===== src/rtl/apu_pkg.sv =====
// Shared APU definitions: length and duty lookup tables, register field layouts
// and small helpers used by the pulse and noise channels.
package apu_pkg;

  // Length counter load values, indexed by WR3[7:3].
  localparam logic [7:0] LEN_TABLE [0:31] = '{
    8'd10,  8'd254, 8'd20,  8'd2,   8'd40,  8'd4,   8'd80,  8'd6,
    8'd160, 8'd8,   8'd60,  8'd10,  8'd14,  8'd12,  8'd26,  8'd14,
    8'd12,  8'd16,  8'd24,  8'd18,  8'd48,  8'd20,  8'd96,  8'd22,
    8'd192, 8'd24,  8'd72,  8'd26,  8'd16,  8'd28,  8'd32,  8'd30
  };

  // Step 0 of each pattern is the leftmost (most significant) bit.
  localparam logic [7:0] DUTY_TABLE [0:3] = '{
    8'b01000000, 8'b01100000, 8'b01111000, 8'b10011111
  };

  localparam int WR0_DUTY_LSB  = 6;
  localparam int WR0_HALT_BIT  = 5;
  localparam int WR0_CONST_BIT = 4;
  localparam int WR1_EN_BIT    = 7;
  localparam int WR1_PER_LSB   = 4;
  localparam int WR1_NEG_BIT   = 3;
  localparam int WR3_LEN_LSB   = 3;

  // Packed layouts mirror the bit positions above so a bus byte casts directly.
  typedef struct packed {
    logic [1:0] duty;
    logic       halt;
    logic       const_vol;
    logic [3:0] vol;
  } ctrl_t;

  typedef struct packed {
    logic       en;
    logic [2:0] per;
    logic       neg;
    logic [2:0] shift;
  } sweep_t;

  function automatic logic duty_bit(input logic [1:0] duty, input logic [2:0] step);
    logic [7:0] pattern;
    pattern = DUTY_TABLE[duty];
    return pattern[3'd7 - step];
  endfunction

endpackage


===== src/rtl/apu_envelope.sv =====
// Envelope generator: divider, decay level and start flag, clocked by the
// quarter-frame strobe. Shared between the pulse and noise channels.
module apu_envelope
  import apu_pkg::*;
#(
  parameter int VOL_W = 4
) (
  input  logic             clk,
  input  logic             rst_n,
  input  logic             quarter,
  input  logic             start_set,
  input  logic             loop,
  input  logic [VOL_W-1:0] period,
  output logic [VOL_W-1:0] decay
);

  localparam logic [VOL_W-1:0] DECAY_MAX = '1;
  localparam logic [VOL_W-1:0] ONE       = VOL_W'(1);

  logic             start;
  logic [VOL_W-1:0] divider;

  // A start request arriving with a quarter frame is only acted on next quarter frame.
  always_ff @(posedge clk or negedge rst_n) begin
    if (!rst_n) begin
      start   <= 1'b0;
      divider <= '0;
      decay   <= '0;
    end else begin
      if (quarter) begin
        if (start) begin
          start   <= 1'b0;
          decay   <= DECAY_MAX;
          divider <= period;
        end else if (divider == '0) begin
          divider <= period;
          if (decay != '0) begin
            decay <= decay - ONE;
          end else if (loop) begin
            decay <= DECAY_MAX;
          end
        end else begin
          divider <= divider - ONE;
        end
      end
      if (start_set) begin
        start <= 1'b1;
      end
    end
  end

endmodule


===== src/rtl/pulse_chan_p.sv =====
// APU pulse channel: period timer, 8-step duty sequencer, length counter,
// frequency sweep and envelope feeding a VOL_W-bit sample.
module pulse_chan_p
  import apu_pkg::*;
#(
  parameter int TIMER_W    = 11,
  parameter int VOL_W      = 4,
  parameter int CARRY_MODE = 0
) (
  input  logic             ACLK,
  input  logic             n_RES,
  input  logic [7:0]       DB,
  input  logic             WR0,
  input  logic             WR1,
  input  logic             WR2,
  input  logic             WR3,
  input  logic             nLFO1,
  input  logic             nLFO2,
  input  logic             NOSQ,
  input  logic             LOCK,
  output logic             SQ_LC,
  output logic [VOL_W-1:0] SQ_OUT
);

  localparam int                 HI_W       = TIMER_W - 8;
  localparam logic [TIMER_W-1:0] T_ONE      = TIMER_W'(1);
  localparam logic [TIMER_W:0]   W_ONE      = (TIMER_W + 1)'(1);
  localparam logic [TIMER_W-1:0] MIN_PERIOD = TIMER_W'(8);

  logic [1:0]         rst_sync;
  logic               rst_n;
  ctrl_t              ctrl;
  sweep_t             sweep;
  logic [TIMER_W-1:0] period;
  logic [TIMER_W-1:0] period_nxt;
  logic [TIMER_W-1:0] timer;
  logic [2:0]         step;
  logic [7:0]         len;
  logic [2:0]         sweep_div;
  logic               sweep_reload;
  logic [TIMER_W:0]   p_ext;
  logic [TIMER_W:0]   shifted;
  logic [TIMER_W:0]   target;
  logic               mute;
  logic               sweep_upd;
  logic               quarter;
  logic               half;
  logic [VOL_W-1:0]   decay;
  logic [VOL_W-1:0]   vol_sel;

  assign quarter = ~nLFO1;
  assign half    = ~nLFO2;

  // Reset asserts immediately but releases two ACLK edges after n_RES rises.
  always_ff @(posedge ACLK or negedge n_RES) begin
    if (!n_RES) begin
      rst_sync <= 2'b00;
    end else begin
      rst_sync <= {rst_sync[0], 1'b1};
    end
  end

  assign rst_n = rst_sync[1];

  always_comb begin
    p_ext   = {1'b0, period};
    shifted = p_ext >> sweep.shift;
    target  = p_ext + shifted;
    if (sweep.neg) begin
      if (CARRY_MODE != 0) begin
        target = p_ext - shifted;
      end else if (p_ext > shifted) begin
        target = p_ext - shifted - W_ONE;
      end else begin
        target = '0;
      end
    end
  end

  assign mute      = (period < MIN_PERIOD) || (!sweep.neg && target[TIMER_W]);
  assign sweep_upd = half && (sweep_div == 3'd0) && sweep.en && (sweep.shift != 3'd0) && !mute;

  // Bus writes land after a sweep update so a same-cycle write always wins.
  always_comb begin
    period_nxt = period;
    if (sweep_upd) begin
      period_nxt = target[TIMER_W-1:0];
    end
    if (WR2) begin
      period_nxt[7:0] = DB;
    end
    if (WR3) begin
      period_nxt[TIMER_W-1:8] = DB[HI_W-1:0];
    end
  end

  always_ff @(posedge ACLK or negedge rst_n) begin
    if (!rst_n) begin
      ctrl   <= '0;
      sweep  <= '0;
      period <= '0;
    end else begin
      if (WR0) begin
        ctrl <= ctrl_t'(DB);
      end
      if (WR1) begin
        sweep <= sweep_t'(DB);
      end
      period <= period_nxt;
    end
  end

  // The timer reloads from the registered period, so new periods apply next reload.
  always_ff @(posedge ACLK or negedge rst_n) begin
    if (!rst_n) begin
      timer <= '0;
      step  <= 3'd0;
    end else begin
      if (timer == '0) begin
        timer <= period;
        step  <= step + 3'd1;
      end else begin
        timer <= timer - T_ONE;
      end
      if (WR3) begin
        step <= 3'd0;
      end
    end
  end

  always_ff @(posedge ACLK or negedge rst_n) begin
    if (!rst_n) begin
      len <= 8'd0;
    end else if (NOSQ) begin
      len <= 8'd0;
    end else if (WR3) begin
      len <= LEN_TABLE[DB[7:WR3_LEN_LSB]];
    end else if (half && (len != 8'd0) && !ctrl.halt && !LOCK) begin
      len <= len - 8'd1;
    end
  end

  // A WR1 coinciding with a half frame leaves the reload pending for the next one.
  always_ff @(posedge ACLK or negedge rst_n) begin
    if (!rst_n) begin
      sweep_div    <= 3'd0;
      sweep_reload <= 1'b0;
    end else begin
      if (half) begin
        if ((sweep_div == 3'd0) || sweep_reload) begin
          sweep_div    <= sweep.per;
          sweep_reload <= 1'b0;
        end else begin
          sweep_div <= sweep_div - 3'd1;
        end
      end
      if (WR1) begin
        sweep_reload <= 1'b1;
      end
    end
  end

  apu_envelope #(
    .VOL_W(VOL_W)
  ) u_env (
    .clk      (ACLK),
    .rst_n    (rst_n),
    .quarter  (quarter),
    .start_set(WR3),
    .loop     (ctrl.halt),
    .period   (VOL_W'(ctrl.vol)),
    .decay    (decay)
  );

  always_comb begin
    vol_sel = ctrl.const_vol ? VOL_W'(ctrl.vol) : decay;
    SQ_OUT  = '0;
    if (!mute && (len != 8'd0) && duty_bit(ctrl.duty, step)) begin
      SQ_OUT = vol_sel;
    end
  end

  assign SQ_LC = (len != 8'd0);

endmodule


===== config.mk =====
export PLATFORM = sky130hd
export DESIGN_NAME = pulse_chan_p
export DESIGN_NICKNAME = d
export VERILOG_FILES = /design/src/rtl/apu_pkg.sv /design/src/rtl/apu_envelope.sv /design/src/rtl/pulse_chan_p.sv
export SDC_FILE = /design/constraint.sdc
export NUM_CORES = 1
export LEC_CHECK = 0
export ABC_AREA = 1
export CAP_MARGIN = 5
export CORE_UTILIZATION = 60
export DETAILED_ROUTE_END_ITERATION = 8
export GPL_TIMING_DRIVEN = 0
export PLACE_DENSITY = 0.91
export SYNTH_ARGS = -nofsm -noshare
export SYNTH_HDL_FRONTEND = slang
export SYNTH_HIERARCHICAL = 1
export SYNTH_SLANG_ARGS = --single-unit

===== constraint.sdc =====
create_clock -name ACLK -period 3.15 [get_ports ACLK]
set_input_delay 0.4725 -clock ACLK [delete_from_list [all_inputs] [get_ports ACLK]]
set_output_delay 0.4725 -clock ACLK [all_outputs]
set_load 0.05 [all_outputs]

# ---- After elaboration in Yosys (flattened, before gate mapping)
# Memories as Yosys holds them, arrays and structs flattened.
# Index checks and enable logic that the tools add are counted.
dict set report classes {
  n_addsub 10
  magnitude_cmp 5
  muxes 32
  eq_ne 2
  n_reduce_logical 31
  bitwise 4
  shifts 1
}
# op count
set ops {}
lappend ops {{$mux 8} 8}
lappend ops {{$mux 4} 8}
lappend ops {{$mux 12} 2}
lappend ops {{$mux 11} 2}
lappend ops {{$bmux 8 s2} 1}
lappend ops {{$add 11x12->12} 1}
lappend ops {{$gt 11x12->1} 1}
lappend ops {{$mux 3} 4}
lappend ops {{$shr 11x3->12} 1}
lappend ops {{$sub 11x12->12} 1}
lappend ops {{$sub 12x1->12 const B} 1}
lappend ops {{$logic_not 11->1} 1}
lappend ops {{$lt 11x4->1 const B} 1}
lappend ops {{$sub 11x1->11 const B} 1}
lappend ops {{$logic_and 1x1->1} 10}
lappend ops {{$reduce_bool 2->1} 5}
lappend ops {{$reduce_bool 3->1} 3}
lappend ops {{$reduce_bool 8->1} 1}
lappend ops {{$sub 4x1->4 const B} 2}
lappend ops {{$sub 8x1->8 const B} 1}
lappend ops {{$ge 6x6->1 const B} 1}
lappend ops {{$mux 1} 6}
lappend ops {{$not 5->6} 1}
lappend ops {{$logic_not 1->1} 4}
lappend ops {{15 further kinds} 18}
dict set report totals {
  n_memories 1
  input_bits 18
  romBits 256
  ff_bits 64
  output_inout_bits 5
}
# memory depth word_bits rd rd_ports_with_merged_regs write_ports line_no
set memory_table {}
lappend memory_table {{(no name shown)} 32 8 1 0 0 pulse_chan_p.sv:137} ;# len <= LEN_TABLE[DB[7:WR3_LEN_LSB]];

# ---- Longest topological paths before layout
dict set report depth {
  depth_word 11
  ltp_mapped 23
  mapped_depth_nobuf 21
}

# ---- Modules after synthesis
# Netlist, hierarchy kept.
# mod instances cells_each area_each_um2 seq_area_each_um2
set by_module_without_submodules {}
lappend by_module_without_submodules {pulse_chan_p 1 745 4862.2 1376.3}
lappend by_module_without_submodules {apu_envelope 1 84 594.3 225.2}

# ---- Least setup slack after synthesis
# OpenSTA, ideal clock, no wires.
dict set report synth_timing {
  kind {register -> output}
  start {reg sweep[0] in the netlist's numbering}
  end {out SQ_OUT[0]}
  t_arrival_ps 2950
  t_required_ps 2677
  stages_incl_launch_ff 17
  slack_ps -272
  cell_sequence {dfrtp_1 buf_2 buf_2 nand2_1 o21ai_0 o21ai_0 inv_1 o21ai_0 inv_1 ha_1 nand2_1 nand3_1 nand2_1 nand3_1 nand2_2 nand4_1 nor2_1}
}
dict set report synth_between {
  elab_chain_cells 11
}
# element line_no
set synth_lines {}
lappend synth_lines {{start, declared} pulse_chan_p.sv:33} ;# sweep_t sweep;
lappend synth_lines {{start signal, assigned} pulse_chan_p.sv:107} ;# sweep <= sweep_t'(DB);
lappend synth_lines {{$shr 11x3->12 (*)} pulse_chan_p.sv:67} ;# shifted = p_ext >> sweep.shift;
lappend synth_lines {{$sub 11x12->12} pulse_chan_p.sv:73} ;# target = p_ext - shifted - W_ONE;
lappend synth_lines {{$sub 12x1->12} pulse_chan_p.sv:73}
lappend synth_lines {{$mux 12} pulse_chan_p.sv:72} ;# end else if (p_ext > shifted) begin
lappend synth_lines {{$mux 12 (*)} pulse_chan_p.sv:69} ;# if (sweep.neg) begin
lappend synth_lines {{$logic_and 1x1->1 (*)} pulse_chan_p.sv:80} ;# assign mute = (period < MIN_PERIOD) || (!sweep.neg && target[TIMER_W]);
lappend synth_lines {{$logic_or 1x1->1 (*)} pulse_chan_p.sv:80}
lappend synth_lines {{$logic_not 1->1 (*)} pulse_chan_p.sv:178} ;# if (!mute && (len != 8'd0) && duty_bit(ctrl.duty, step)) begin
lappend synth_lines {{$logic_and 1x1->1 (*) (2 in series)} pulse_chan_p.sv:178}
lappend synth_lines {{$mux 4 (*)} pulse_chan_p.sv:178}
lappend synth_lines {{end, declared} pulse_chan_p.sv:22} ;# output logic [VOL_W-1:0] SQ_OUT
# Every way passes the cells marked *; elsewhere a longest branch is shown, timed or not.

# ---- Worst setup path in the final report
dict set report layout_timing {
  start {reg sweep[0] in the netlist's numbering}
  end {out SQ_OUT[2]}
}
# Same word-level chain as after synthesis.

==> metrics <==
Static Leak 3.34 nW; violated checks setup timing; ANT cells 0; most numerous cell in the Yosys netlist nand2_1; count of different cell masters after synthesis 43; WP data arrival 2.99 ns; reg-to-reg startpoint sweep[0]; post-synth top area cell dfrtp_1; PortBufs 21; WL/cell 15.6 um; Num CTS Buffers 9; drt pass-1 iters 6; R2R Path End period[8]; share of the synthesized area in the top cell type 29.4%; Final HPWL DP 10.5 mm; Initial Util 62.3%; number of synthesized flops with an enable pin 0; CTS tree yes; worst reg-to-reg path cell count 19; slew margin rel. about two fifths; # rows 34; Slew Viols, Final 0; Synth Area per Inst 6.58 um^2; GR Util All Layers between 30 and 40%; final worst slack -0.310 ns; setup violators final 4; clk_lat worst skew ~0.35 ns; Worst Path Max Fanout 6; endpoint class of the critical path primary output; Worst-Margin Slew 0.886 ns; Hold Path Class primary input to async pin; fin crit share 110%; Crit path required time about 2.7 ns; root cell of the clock tree clkbuf_8; Synth Register Bits 64; Core Area 8760 um^2; layout cells sized above 1 a little under a fifth; clock skew approximately 0.011 ns; area delta synth->final 20.8%; post-synthesis sequential area ratio 29.4%; PwrDens 608 nW/um^2; pre-CTS WS -1.09 ns; GRT overflow 0; DR vias/cell 5.86; initial DRC count 442; RSZ-0062 raised after global routing yes; initial antenna violation count 0; Antenna Nets Post-Route 0; Critical Setup Path Class register to primary output; Final TNS setup -1.15 ns; Worst-path clk slew 0.07 ns; number of global-route vias before repair 5540; setup slack, reg-to-reg 0.05 ns; synthesized cell area 5460 um^2; synth top area cells dfrtp_1, nand2_1, ha_1, inv_1, o21ai_0; Synth Flop Type dfrtp_1; fin crit period ~3.5 ns; startpoint types register; die area 9480 um^2; final hold violation count 0; die height 97.4 um; commonest cells in the netlist nand2_1, inv_1, o21ai_0, nor2_1, dfrtp_1; Async SR Flop Fraction 100%; Achievable Freq between 200 and 300 MHz; Cells after Synth 829; Via Count about 5900; H-tree depth 3; fin nets approximately 950; GP Congestion 0.961; largest net degree at the start of global routing 37; Max clock buf depth 2; VDD IR max 0.000503 V; Min Hold Slack approximately 0.29 ns; YS warnings 6; DRC 0; Syn Nets between 800 and 900; clock sinks 64; number of max-capacitance violations reported 0; status complete, but fails checks; Routed WL 15.7 mm; I/O pin count 23; die width approximately 97 um; first-pass GRT wire length 25.4 mm
## worst max-delay path: stages (launching register included)
cell and delay (ns):
dfrtp_2 0.49, buf_6 0.16, o21ai_4 0.17, mux2i_2 0.12, o21ai_2 0.25, inv_1 0.08, ha_1 0.29, buf_6 0.12
nor2_4 0.04, nand2_2 0.08, nand3_4 0.08, nand2_2 0.07, nand3_2 0.06, nand2_2 0.08, nand4_1 0.11, buf_6 0.17
nor2_4 0.12, buf_8 0.15
## metrics by stage
| step | cell area [um^2] | total power, mW | util [%] | instances |
|---|---|---|---|---|
| after floorplan | 5520 | 2.40 | - | 829 |
| after global placement | 5860 | 2.80 | 66.9 | 958 |
| after detailed placement | 5880 | 2.84 | 67.1 | 959 |
| after CTS | 6440 | 3.77 | 73.4 | 997 |
| after global routing | 6590 | 4.29 | 75.2 | 1003 |
| final | 6590 | 4.01 | 75.2 | 1003 |
## worst max-delay path by stage
stage / startpoint / endpoint / slack (ns) / cells after the start
floorplan: sweep[0] / SQ_OUT[0] / 0.008 / 16
global placement: sweep[0] / SQ_OUT[0] / -1.05 / 16
detailed placement: sweep[0] / SQ_OUT[0] / -1.09 / 17
CTS: sweep[1] / SQ_OUT[0] / -0.21 / 17
global route: sweep[0] / SQ_OUT[2] / -0.40 / 18
finish: sweep[0] / SQ_OUT[2] / -0.31 / 17
## final cells by class
type,instances,area [um^2]
Buffer,16,104
Clock buffer,10,128
Clock inverter,6,36.3
Tap cell,108,135
Multi-Input combinational cell,615,3580
Sequential cell,64,1620
Inverter,131,499
Fill cell,644,2170
Timing Repair Buffer,53,494
## per-layer routing
layer / vias up / share of wire, % / wire (um) / global-route usage, %
met2: 293 / 48 / 7520 / 53.2
met5: - / 0 / 0 / 0
li1: 2784 / - / - / -
met3: 72 / 8.1 / 1280 / 7.12
met4: 0 / 3.6 / 566 / 16.1
met1: 2728 / 40 / 6330 / 43.2
## cell families after synthesis
group	Yosys count	synth area share [%]
simple gates	413	32.4
buf+inv	150	10.9
compound gates	143	14.7
flops	64	29.4
fa+ha+maj	44	10.4
xor+xnor	12	1.93
mux	2	0.367
other cells	1	0.0687
## state kept, by name, summed over array words and instances, names as in the netlist
register	cells
period	11
timer	11
ctrl	8
len	8
sweep	8
u_env/decay	4
u_env/divider	4
step	3
sweep_div	3
rst_sync	2
sweep_reload	1
u_env/start	1
## what timing repair did
| item | in CTS | in global routing |
|---|---|---|
| resized for setup | 104 | 38 |
| gates cloned | 1 | 0 |
| endpoints found under the setup margin | 4 | 6 |
| endpoints found under the hold margin | 0 | 0 |
| pin swaps | 24 | 19 |
| hold buffers | 0 | 0 |
| buffers inserted | 22 | 8 |
## power by group
group,switching (mW),internal (mW),leakage (nW)
clock network,0.326,0.281,0.0858
logic,1.39,0.925,2.51
registers,0.163,0.925,0.750
total,1.88,2.13,3.34
## placed cells by master, fill, tap and decap left out, types with 4 or more instances in the layout
cell type / netlist / routed
nand2_1: 242 / 228
inv_1: 122 / 112
nor2_1: 66 / 56
o21ai_0: 73 / 56
nand3_1: 56 / 54
dfrtp_1: 64 / 52
ha_1: 42 / 34
a21oi_1: 35 / 33
buf_4: 4 / 26
nand2_2: 6 / 18
clkdlybuf4s50_1: 0 / 17
inv_2: 7 / 14
nand4_1: 13 / 13
buf_6: 1 / 12
dfrtp_2: 0 / 12
nor3_1: 11 / 11
nor2_4: 2 / 10
o21ai_2: 0 / 10
o211ai_1: 10 / 10
clkbuf_8: 0 / 9
xor2_1: 7 / 7
clkbuf_1: 7 / 7
nand3_2: 5 / 6
xnor2_1: 5 / 5
o21ai_4: 0 / 5
nor2_2: 3 / 5
o21bai_1: 5 / 5
ha_4: 0 / 5
or2_2: 5 / 4
buf_2: 7 / 4
o22ai_1: 4 / 4
clkinv_2: 0 / 4
Power figures use the tool's default switching activity.
